--- config.mk ---
export PLATFORM = sky130hd
export DESIGN_NAME = shift_sequencer
export DESIGN_NICKNAME = d
export VERILOG_FILES = /design/src/rtl/shift_sequencer.sv
export SDC_FILE = /design/constraint.sdc
export NUM_CORES = 1
export LEC_CHECK = 0
export CORE_ASPECT_RATIO = 0.8
export CORE_MARGIN = 2
export CORE_UTILIZATION = 44
export CTS_CLUSTER_DIAMETER = 100
export CTS_CLUSTER_SIZE = 8
export DETAILED_ROUTE_END_ITERATION = 6
export PLACE_DENSITY = 0.87
export SYNTH_ARGS = -nofsm -noshare
export SYNTH_HDL_FRONTEND = slang
export SYNTH_SLANG_ARGS = --single-unit
--- constraint.sdc ---
create_clock -name clock -period 1.92 [get_ports clock]
set_input_delay 0.384 -clock clock [delete_from_list [all_inputs] [get_ports clock]]
set_output_delay 0.384 -clock clock [all_outputs]
set_load 0.02 [all_outputs]
--- src/rtl/shift_sequencer.sv ---
// shift_sequencer: command-driven controller for an external 8-bit shift
// register with parallel load. Each command optionally clears or loads the
// register, shifts it a programmed number of cycles, then captures Q into
// a result register. While idle the shifter is made to reload its own Q so
// its contents are held between commands.
module shift_sequencer (
   input  logic       clock,
   input  logic       reset,
   input  logic       cmd_valid,
   output logic       cmd_ready,
   input  logic       cmd_clear,
   input  logic       cmd_load,
   input  logic [7:0] cmd_data,
   input  logic       cmd_dir,
   input  logic       cmd_asr,
   input  logic [2:0] cmd_count,
   output logic       busy,
   output logic [7:0] result,
   output logic       result_valid,
   output logic       sh_reset_n,
   output logic       sh_load_n,
   output logic       sh_left,
   output logic       sh_asr,
   output logic [7:0] sh_data,
   input  logic [7:0] sh_q
);

   typedef enum logic [2:0] {
      IDLE    = 3'd0,
      CLEAR   = 3'd1,
      LOAD    = 3'd2,
      SHIFT   = 3'd3,
      CAPTURE = 3'd4
   } state_t;

   state_t     state_reg;
   logic       dir_reg;
   logic       asr_reg;
   logic [2:0] count_reg;
   logic [7:0] data_reg;
   logic [7:0] result_reg;
   logic       result_valid_reg;

   // Command sequencing: latch the command at accept, then walk
   // clear/load -> shift (count_reg doubles as the shift down-counter) -> capture.
   always_ff @(posedge clock or posedge reset) begin
      if (reset) begin
         state_reg        <= IDLE;
         dir_reg          <= 1'b0;
         asr_reg          <= 1'b0;
         count_reg        <= 3'd0;
         data_reg         <= 8'h00;
         result_reg       <= 8'h00;
         result_valid_reg <= 1'b0;
      end else begin
         result_valid_reg <= 1'b0;
         case (state_reg)
            IDLE: begin
               if (cmd_valid) begin
                  dir_reg   <= cmd_dir;
                  asr_reg   <= cmd_asr;
                  count_reg <= cmd_count;
                  data_reg  <= cmd_data;
                  if (cmd_clear)
                     state_reg <= CLEAR;
                  else if (cmd_load)
                     state_reg <= LOAD;
                  else if (cmd_count != 3'd0)
                     state_reg <= SHIFT;
                  else
                     state_reg <= CAPTURE;
               end
            end
            CLEAR: begin
               state_reg <= CAPTURE;
            end
            LOAD: begin
               state_reg <= (count_reg != 3'd0) ? SHIFT : CAPTURE;
            end
            SHIFT: begin
               count_reg <= count_reg - 3'd1;
               if (count_reg == 3'd1)
                  state_reg <= CAPTURE;
            end
            CAPTURE: begin
               result_reg       <= sh_q;
               result_valid_reg <= 1'b1;
               state_reg        <= IDLE;
            end
            default: begin
               state_reg <= IDLE;
            end
         endcase
      end
   end

   // Shifter control decode; reset forces the shifter clear and blocks loads
   // immediately, without waiting for a clock edge.
   always_comb begin
      sh_reset_n = !reset && (state_reg != CLEAR);
      sh_load_n  = reset || (state_reg == SHIFT) || (state_reg == CLEAR);
      sh_left    = (state_reg == SHIFT) && dir_reg;
      sh_asr     = (state_reg == SHIFT) && dir_reg && asr_reg;
      sh_data    = (state_reg == LOAD) ? data_reg : sh_q;
   end

   assign cmd_ready    = (state_reg == IDLE);
   assign busy         = (state_reg != IDLE);
   assign result       = result_reg;
   assign result_valid = result_valid_reg;

endmodule

==> results.py <==
metrics = {
    "sta": {
        "fmax_mhz": 488.8,
        "setup_ws_ns": -0.1259,
        "slew_violations": 0,
        "hold_viol_final": 0,
        "fin_crit_ns": 2.046,
        "post-route-period-util_pct": 106.6,
        "setup_violations": 7,
        "holdWs_ns": 0.5147,
        "relSlewSlack_pct": 70.01,
        "setup_tns_ns": -0.6410,
        "worst_slew_pin_slew_ns": 0.4457,
        "rsz0062_at_grt": "yes",
        "fin_skew_ns": 0.003597,
    },
    "grt": {
        "grt_pass1_vias": 1125,
        "grt.total_usage_pct": 20.17,
        "grt_max_degree": 26,
        "grt_overflow_total": 0,
        "grt_pass1_wl_mm": 5.126,
        "antenna_found_initial": 0,
    },
    "run_status": {
        "status": "finished with violations",
        "violations": "negative setup slack",
    },
    "logic_synthesis": {
        "synth_top_cell_area_share_pct": 46.90,
        "yosysMostFrequentCell": "dfrtp_1",
        "ys.warnings.count": 0,
        "syn-num-nets": 132,
        "yosys-top-cells-count": "dfrtp_1, mux2_2, inv_1, mux2_4, nand3_1",
        "netlist_instances": 103,
        "synth_enable_flop_cells": 0,
        "syn_area_mm2": 0.001334,
        "synth_top_area_cell": "dfrtp_1",
        "ys_types": 32,
        "ys_ff_latch": 25,
        "synth-seq-area-share_pct": 46.90,
        "synth_area_per_cell_um2": 12.95,
        "synth_flop_cell": "dfrtp_1",
        "async_reset_ff_share_pct": 100.0,
        "ys_top_cells_by_area": "dfrtp_1, mux2_2, mux2_4",
    },
    "placement": {
        "port-buffer-count": 48,
        "place_congestion": 0.8674,
        "place_ws_ns": -0.1466,
        "hpwlAfterDp_mm": 2.296,
    },
    "critical_path": {
        "cp_cell_sequence": "nor3b_2 > buf_4 > buf_6 > mux2_4 > buf_6",
        "path_depth": 5,
        "endpoint_kind": "output port",
        "r2r_cells": 4,
        "slowest_delay_ns": 0.43,
        "cp.arrival_ns": 1.66,
        "reg2reg_from": "state_reg[0]$_DFFE_PP0P_",
        "path_common_cell": "buf_6",
        "critPathMaxFanout": 6,
        "cp_slowest_cell": "dfrtp_1",
        "r2r_slack_ns": 0.08,
        "critPathBufInv": 3,
        "worstPathRequired_ns": 1.54,
        "crit_start": "state_reg[2]$_DFFE_PP0P_",
        "crit_family": "buffers and inverters",
        "start_kind": "flop",
        "critPathKind": "reg -> out",
    },
    "die": {
        "dieArea_mm2": 0.003490,
        "core-area_mm2": 0.002829,
        "die_h_um": 53.25,
        "io_pins": 49,
        "start_util_pct": 47.15,
        "die_x_um": 65.56,
        "fp-row-count": 17,
    },
    "route": {
        "drcViolationCount": 0,
        "drt_first_pass_iters": 4,
        "drt_iter0_markers": 47,
        "totalWireLength_mm": 3.259,
        "vias": 1069,
        "ant_nets": 0,
        "via_per_inst": 5.115,
        "wl_per_cell_um": 15.59,
    },
    "clock_tree": {
        "cts_made_buffers": 3,
        "clkSinkCount": 25,
        "h-tree-depth": 1,
        "clkTransAtPathRegs_ns": 0.09,
        "root_buffer": "clkbuf_8",
        "cts_buffer_depth": 2,
        "worstSkewPairLatency_ns": 0.27,
        "cts_tree": "built",
    },
    "pwr": {
        "power_mw": 3.151,
        "p_per_area_mw_per_mm2": 1539,
        "p_leak_nw": 0.9439,
        "peakVddDrop_mv": 0.9532,
    },
    "cells_and_area": {
        "multi_input_area_um2": 656.9,
        "post-route-util_pct": 72.36,
        "nets": 201,
        "diodes": 0,
        "fill_cells": 206,
        "drive_above_1_share_pct": 43.86,
        "final-seq-area_um2": 625.6,
        "syn2layout_area_growth_pct": 53.47,
    },
    "hold_path": {
        "min_from": "result[4]$_DFFE_PP0P_",
        "min_path_type": "reg -> reg",
        "min_path_cells": 1,
    },
    "job": {
        "drv_cap": 0,
    },
}
## logic make-up after synthesis
| family | Yosys count | share of synthesized area [%] |
|---|---|---|
| multiplexers | 29 | 26.17 |
| flip-flops | 25 | 46.90 |
| adder cells (fa/ha/maj) | 3 | 2.815 |
| AND/OR/NAND/NOR | 23 | 12.29 |
| AO/OA/AOI/OAI | 11 | 5.910 |
| buffers and inverters | 12 | 5.910 |
## what timing repair did
action / CTS / global route
pin swaps: 1 / 4
gates resized for setup: 55 / 31
hold buffers: 0 / 0
endpoints found under the setup margin: 14 / 13
cloned: 0 / 0
buffers inserted: 3 / 4
## cell type report
type / count / area share, %
inverters: 7 / 1.589
clock buffers: 3 / 2.017
multi-input cells: 66 / 32.09
flip-flops and latches: 25 / 30.56
repair buffers: 69 / 31.05
clock inverters: 1 / 0.3667
well taps: 38 / 2.323
## power breakdown
part | switching (mW) | leakage, nW | internal, mW
clock network | 0.167 | 0.0217 | 0.147
logic | 0.834 | 0.621 | 1.04
registers | 0.173 | 0.301 | 0.789
## cell usage in the layout, fill, tap and decap left out, drive strengths merged, types with 2 or more instances in the layout
cell	instances
nand3b	2
nand2b	4
dfrtp	25
nor3	2
mux2i	3
mux2	26
clkdlybuf4s50	34
buf	32
o211ai	3
o21ai	2
or4	2
nand3	5
inv	6
ha	3
clkinvlp	2
clkbuf	6
## through the flow
step,cells,area [µm²]
floorplan,103,1334
global placement,198,1914
global route,209,2047
finish,209,2047
detailed placement,198,1914
CTS,205,1959
## worst reg2reg max path, cell delays in order (launching register included)
cell and delay (ns):
dfrtp_1 0.41, buf_4 0.15, buf_4 0.14, or4b_4 0.68
mux2_4 0.35
## routing by layer
layer / wire (µm) / up-vias / share of wire [%] / track usage [%]
met4: 65 / 0 / 2.0 / 9.375
li1: - / 506 / - / -
met3: 196 / 10 / 6.0 / 4.681
met2: 1531 / 45 / 47 / 33.33
met1: 1465 / 508 / 45 / 25.31
met5: 0 / - / 0 / 0
## final timing paths
path | end
setup reg to reg | dir_reg$_DFFE_PP0P_
hold reg to reg | result[4]$_DFFE_PP0P_
max in group asynchronous | count_reg[0]$_DFFE_PP0P_
hold / removal | result[4]$_DFFE_PP0P_
setup / recovery | sh_data[3]
min in group asynchronous | state_reg[1]$_DFFE_PP0P_
Note: power is estimated with default switching activity, not from simulation.
